### src/rtl/mem_arbiter.sv
// Two-port memory arbiter: cart and USB share one memory controller command
// port. Cart has priority, but USB is guaranteed a grant after STARVE_LIMIT
// consecutive cart grants while it waits. Reads block further grants until
// data returns or the read times out.
//
// state   | meaning
// --------+--------------------------------------------------------------
// IDLE    | no read outstanding; a grant may be issued this edge
// WAIT_RD | read command issued; waiting for mem_rd_valid or timeout
module mem_arbiter #(
  parameter int STARVE_LIMIT = 4,
  parameter int RD_TIMEOUT   = 1024
) (
  input  logic        clk,
  input  logic        rst,

  input  logic        cart_rd,
  input  logic        cart_wr,
  input  logic [25:0] cart_addr,
  input  logic [1:0]  cart_width,
  input  logic [31:0] cart_wr_data,
  output logic        cart_acc,
  output logic        cart_rd_valid,
  output logic [31:0] cart_rd_data,

  input  logic        usb_rd,
  input  logic        usb_wr,
  input  logic [25:0] usb_addr,
  input  logic [1:0]  usb_width,
  input  logic [31:0] usb_wr_data,
  output logic        usb_acc,
  output logic        usb_rd_valid,
  output logic [31:0] usb_rd_data,

  input  logic        mem_rd_ready,
  input  logic        mem_wr_ready,
  output logic        mem_rd,
  output logic        mem_wr,
  output logic [25:0] mem_addr,
  output logic [1:0]  mem_data_width,
  output logic [31:0] mem_wr_data,
  input  logic [31:0] mem_rd_data,
  input  logic        mem_rd_valid,

  output logic        busy,
  output logic        timeout_err
);

  localparam int SW = $clog2(STARVE_LIMIT + 1);
  localparam int TW = (RD_TIMEOUT > 1) ? $clog2(RD_TIMEOUT) : 1;
  localparam logic [SW-1:0] STARVE_MAX = SW'(STARVE_LIMIT);
  localparam logic [TW-1:0] TIMER_LOAD = TW'(RD_TIMEOUT - 1);

  typedef enum logic [0:0] {
    IDLE    = 1'b0,
    WAIT_RD = 1'b1
  } state_t;

  state_t        state;
  logic [SW-1:0] starve_cnt;
  logic [TW-1:0] rd_timer;
  logic          owner_usb;

  logic          cart_wr_elig;
  logic          cart_rd_elig;
  logic          cart_elig;
  logic          usb_wr_elig;
  logic          usb_rd_elig;
  logic          usb_elig;
  logic          grant_open;
  logic          usb_forced;
  logic          grant_cart;
  logic          grant_usb;
  logic          sel_wr;
  logic [25:0]   sel_addr;
  logic [1:0]    sel_width;
  logic [31:0]   sel_wr_data;
  logic [SW-1:0] starve_next;
  logic          rd_done;
  logic [31:0]   ret_data;

  // Eligibility, priority resolution and winner field selection.
  // A write command pulse last cycle means the requester has not yet seen
  // its acc, so its request is still up; no grant on that edge.
  always_comb begin
    cart_wr_elig = cart_wr & mem_wr_ready;
    cart_rd_elig = cart_rd & ~cart_wr & mem_rd_ready;
    cart_elig    = cart_wr_elig | cart_rd_elig;
    usb_wr_elig  = usb_wr & mem_wr_ready;
    usb_rd_elig  = usb_rd & ~usb_wr & mem_rd_ready;
    usb_elig     = usb_wr_elig | usb_rd_elig;

    grant_open   = (state == IDLE) & ~mem_wr & ~mem_rd;
    usb_forced   = (starve_cnt == STARVE_MAX) & usb_elig;
    grant_cart   = grant_open & cart_elig & ~usb_forced;
    grant_usb    = grant_open & usb_elig & (~cart_elig | usb_forced);

    sel_wr       = grant_usb ? usb_wr       : cart_wr;
    sel_addr     = grant_usb ? usb_addr     : cart_addr;
    sel_width    = grant_usb ? usb_width    : cart_width;
    sel_wr_data  = grant_usb ? usb_wr_data  : cart_wr_data;

    starve_next  = starve_cnt;
    if (grant_usb) begin
      starve_next = '0;
    end else if (grant_cart) begin
      if (usb_rd | usb_wr) begin
        starve_next = (starve_cnt == STARVE_MAX) ? STARVE_MAX : starve_cnt + 1'b1;
      end else begin
        starve_next = '0;
      end
    end

    // Valid data wins over a simultaneous timeout expiry.
    rd_done  = mem_rd_valid | (rd_timer == '0);
    ret_data = mem_rd_valid ? mem_rd_data : 32'hFFFF_FFFF;
  end

  // Arbiter FSM with all outputs registered; pulses default low each cycle.
  always_ff @(posedge clk) begin
    if (rst) begin
      state          <= IDLE;
      starve_cnt     <= '0;
      rd_timer       <= '0;
      owner_usb      <= 1'b0;
      mem_rd         <= 1'b0;
      mem_wr         <= 1'b0;
      mem_addr       <= '0;
      mem_data_width <= '0;
      mem_wr_data    <= '0;
      cart_acc       <= 1'b0;
      usb_acc        <= 1'b0;
      cart_rd_valid  <= 1'b0;
      usb_rd_valid   <= 1'b0;
      cart_rd_data   <= '0;
      usb_rd_data    <= '0;
      timeout_err    <= 1'b0;
      busy           <= 1'b0;
    end else begin
      mem_rd        <= 1'b0;
      mem_wr        <= 1'b0;
      cart_acc      <= 1'b0;
      usb_acc       <= 1'b0;
      cart_rd_valid <= 1'b0;
      usb_rd_valid  <= 1'b0;
      timeout_err   <= 1'b0;

      case (state)
        IDLE: begin
          if (grant_cart | grant_usb) begin
            mem_addr       <= sel_addr;
            mem_data_width <= sel_width;
            mem_wr_data    <= sel_wr_data;
            mem_wr         <= sel_wr;
            mem_rd         <= ~sel_wr;
            cart_acc       <= grant_cart;
            usb_acc        <= grant_usb;
            starve_cnt     <= starve_next;
            if (!sel_wr) begin
              state     <= WAIT_RD;
              busy      <= 1'b1;
              owner_usb <= grant_usb;
              rd_timer  <= TIMER_LOAD;
            end
          end
        end

        WAIT_RD: begin
          if (rd_done) begin
            state       <= IDLE;
            busy        <= 1'b0;
            timeout_err <= ~mem_rd_valid;
            if (owner_usb) begin
              usb_rd_valid <= 1'b1;
              usb_rd_data  <= ret_data;
            end else begin
              cart_rd_valid <= 1'b1;
              cart_rd_data  <= ret_data;
            end
          end else begin
            rd_timer <= rd_timer - 1'b1;
          end
        end

        default: begin
          state <= IDLE;
          busy  <= 1'b0;
        end
      endcase
    end
  end

endmodule

### config.mk
export PLATFORM = sky130hd
export DESIGN_NAME = mem_arbiter
export DESIGN_NICKNAME = d
export VERILOG_FILES = /design/src/rtl/mem_arbiter.sv
export SDC_FILE = /design/constraint.sdc
export NUM_CORES = 1
export LEC_CHECK = 0
export ABC_AREA = 1
export BUFFER_PORTS_ARGS = -buffer_cell sky130_fd_sc_hd__clkbuf_2
export CAP_MARGIN = 10
export CORE_AREA = 3 3 164 166
export DETAILED_ROUTE_END_ITERATION = 8
export DIE_AREA = 0 0 167 169
export HOLD_SLACK_MARGIN = 0.03
export SLEW_MARGIN = 20
export SYNTH_ARGS = -nofsm -noshare
export SYNTH_HDL_FRONTEND = slang
export SYNTH_SLANG_ARGS = --single-unit
### constraint.sdc
create_clock -name clk -period 1.85 [get_ports clk]
set_input_delay 0.37 -clock clk [delete_from_list [all_inputs] [get_ports clk]]
set_output_delay 0.37 -clock clk [all_outputs]
set_load 0.02 [all_outputs]
==> metrics.md <==
| Metric | Value |
|---|---|
| Run status | complete, no violations |
| P_int | 6757 uW |
| Final setup vio count | 0 |
| NumNets Final | 1299 |
| Post-synth top flop | dfxtp_1 |
| WHS Path Cells | 3 |
| H-tree levels | 4 |
| Clock Path Buffers | 2 |
| Synthesized instance count | 840 |
| Initial DRC Count | 292 |
| Diode count | 0 |
| Final non-filler cell total | 1482 |
| Setup ws final | 0.07700 ns |
| Placed cell area | 0.008198 sq mm |
| CP endpoint kind | flip-flop |
| FF-to-FF path depth | 11 |
| Footprint of the multi-input gates | 0.002794 sq mm |
| Vias | 6662 |
| Hold Startpoint | mem_rd_data[13] |
| Hold Path Class | in -> reg |
| Synth Net Count | 1005 |
| Ys async rst share | 0% |
| Worst Skew | 0.01628 ns |
| Worst-path fanout max | 16 |
| Worst Path Arrival | 2.13 ns |
| First-pass GRT wire length | 31040 um |
| Clock tree root driver cell | clkbuf_16 |
| Finished Cell Area | 0.009136 sq mm |
| Reg-to-Reg Start | rd_timer[0] |
| Filler cell count | 2683 |
| TritonRoute pass-1 iters | 5 |
| Die H | 169 um |
| Die Width | 167 um |
| CTS tree | done |
| Lkg Pwr | 0.004772 uW |
| Initial antenna violation count | 1 |
| Vias in the first global route | 6084 |
| IO Port Bufs | 292 |
| Worst-skew pair later-pin latency | 0.43 ns |
| Pre-CTS worst setup slack | 0.05638 ns |
| R2R Setup Slk | 0.08 ns |
| Layout cells sized above 1 | 34.61% |
| Drc violations | 0 |
| Highest Clock Rate | 564.0 MHz |
| Pwr Total | 10380 uW |
| Remaining Overflow, GRT | 0 |
| Starting density of the core | 24.71% |
| Min Hold Slack | 0.2024 ns |
| Gate power share | 28.2% |
| Slew @ Worst Pin | 0.4438 ns |
| Count of different cell masters after synthesis | 28 |
| Worst-path clk slew | 0.07 ns |
| Hold Path Sink | usb_rd_data[13] |
| Max cap viols | 0 |
| Largest net degree at the start of global routing | 65 |
| Layout area overhead | 43.49% |
| Synthesis-stage register bit count | 147 |
| Final critical-path required period | 1.773 ns |
| Total CTS buffers | 17 |
| Avg Cell Area, Syn | 7.580 sq um |
| EDFF count, synth | 0 |
| Clock power share | 34.9% |
| Fin. max-slew vios | 0 |
| Vias/cell | 4.495 |
| WL/cell | 14.64 um |
| Detail Placement HPWL | 14360 um |
| Core Box Area | 0.02576 sq mm |
| P_sw | 3624 uW |
| Critical Path RT | 2.21 ns |
| Yosys synthesis warning count | 0 |
| Reg2reg end | cart_rd_data[18] |
| Final period util | 95.84% |
| WS Path Type | reg -> reg |
| Switching portion of total power | 34.91% |
| Power Density | 1136 mW/mm^2 |
| Cell Rows | 59 |
| Reg power frac | 36.9% |
| Routed WL | 21700 um |
| Register area | 0.002947 sq mm |
| Inst Count DP | 1435 |
| Fin. Hold Viols | 0 |
| Startpoint Class | flip-flop |
| Slew HR | 70.33% |
| Die area | 0.02822 sq mm |
| Ports | 293 |
| Mapped Area | 0.006367 sq mm |
| Seq/Total Area, Yosys | 46.22% |
| Detail Route Antenna Nets | 0 |
| Num Clock Sinks | 147 |
| Tot GR Track Use | 13.36% |
| Peak supply drop | 0.4379 mV |
| GPL Wtd Cong | 0.8727 |
## state kept, by name, summed over array words and instances, names as in the netlist
signal and flops:
usb_rd_data 32, timeout_err 1, cart_acc 1, mem_wr_data 32, usb_acc 1, state 1
rd_timer 10, mem_addr 26, busy 1, usb_rd_valid 1, mem_data_width 2, cart_rd_valid 1
cart_rd_data 32, starve_cnt 3, owner_usb 1, mem_rd 1, mem_wr 1
## area by class of cell
class                   count  share of cell area (%)
clock buffers              17                   4.656
clock inverters            15                   1.986
inverters                  92                   3.821
multi-input cells         544                   30.58
flip-flops and latches    147                   32.25
well taps                 335                   4.588
repair buffers            332                   22.12
## layout by cell type, fill, tap and decap left out, drive strengths merged
cell type  instances
nand3             80
nand2            173
inv              101
nand3b             3
buf               33
nor3               3
o211ai            61
xnor2              1
nor2              71
o21ai             73
clkinvlp           2
bufinv             2
ha                 4
clkinv             2
a21oi             74
dfxtp            147
clkbuf           316
nand4              1
## per-stage QoR
step | setup TNS (ns) | utilization (%)
after floorplan | 0 | -
after global placement | 0 | 31.82
after detailed placement | 0 | 31.82
after CTS | 0 | 34.18
after global routing | -0.9552 | 35.46
final | 0 | 35.46
## critical path, cell delays in order, from the launching register on
cell and delay, ns:
dfxtp_2 0.34, inv_2 0.08, ha_4 0.13, nand3_2 0.08, nor2_2 0.15, nand2_2 0.10, nand2_4 0.11, nand2_8 0.08
nor2_8 0.20, clkbuf_16 0.22, o21ai_0 0.08, a21oi_1 0.14
## power by group through the flow
| stage | registers (uW) | clock network [uW] | logic [uW] |
|---|---|---|---|
| after floorplan | 4290 | 0 | 1350 |
| final | 3830 | 3620 | 2930 |
| after detailed placement | 3890 | 0 | 2690 |
| after CTS | 3830 | 3760 | 2700 |
| after global routing | 3880 | 3890 | 3220 |
| after global placement | 3890 | 0 | 2680 |
## cell usage after synthesis (2+ instances only)
master / n / area, sq um
a21oi_1: 73 / 365.4
buf_2: 23 / 115.1
buf_6: 15 / 168.9
clkbuf_1: 19 / 71.32
dfxtp_1: 147 / 2943
ha_1: 4 / 50.05
inv_1: 89 / 334.1
inv_2: 2 / 7.510
nand2_1: 164 / 615.6
nand2_2: 4 / 25.02
nand2_4: 4 / 45.04
nand3_1: 77 / 385.4
nand3_2: 2 / 20.02
nand3b_1: 3 / 22.52
nor2_1: 66 / 247.7
nor2_2: 2 / 12.51
nor2_8: 2 / 40.04
nor3_1: 3 / 15.01
o211ai_1: 61 / 457.9
o21ai_0: 57 / 285.3
o21ai_1: 16 / 80.08
## metal layers
metal  vias up  part of all wire [%]  global-route usage [%]
met5         -                 0.055                       0
met1      2995                    42                   16.10
met2       271                    47                   22.37
li1       3366                     -                       -
met4         2                   1.7                   3.838
met3        28                   9.0                   5.021
## worst max-delay path by stage
stage | slack [ns] | end | startpoint | cells after the start
3_3_place_gp | 0.09 | rd_timer[0] | usb_wr | 14
6_report | 0.08 | cart_rd_data[18] | rd_timer[0] | 11
3_5_place_dp | 0.06 | mem_wr | starve_cnt[1] | 12
5_1_grt | -0.05 | cart_rd_data[8] | rd_timer[0] | 11
4_1_cts | 0.02 | mem_wr | starve_cnt[1] | 12
2_1_floorplan | 0.33 | rd_timer[4] | starve_cnt[0] | 13
## what timing repair did
item / in CTS / in global routing
hold endpoints to repair: 0 / 0
buffers inserted: 0 / 8
setup endpoints to repair: 0 / 135
hold buffers: 0 / 0
gates resized for setup: 0 / 26
## kinds of logic after synthesis
| kind of cell | after synthesis | share of synthesized area (%) |
|---|---|---|
| buffers and inverters | 150 | 11.06 |
| and+or+nand+nor | 330 | 22.99 |
| DFF | 147 | 46.22 |
| xor gates and xnor gates | 1 | 0.1376 |
| adders and majority gates | 4 | 0.7860 |
| AOI/OAI and AO/OA | 208 | 18.81 |
Note: power is estimated with default switching activity, not from simulation.
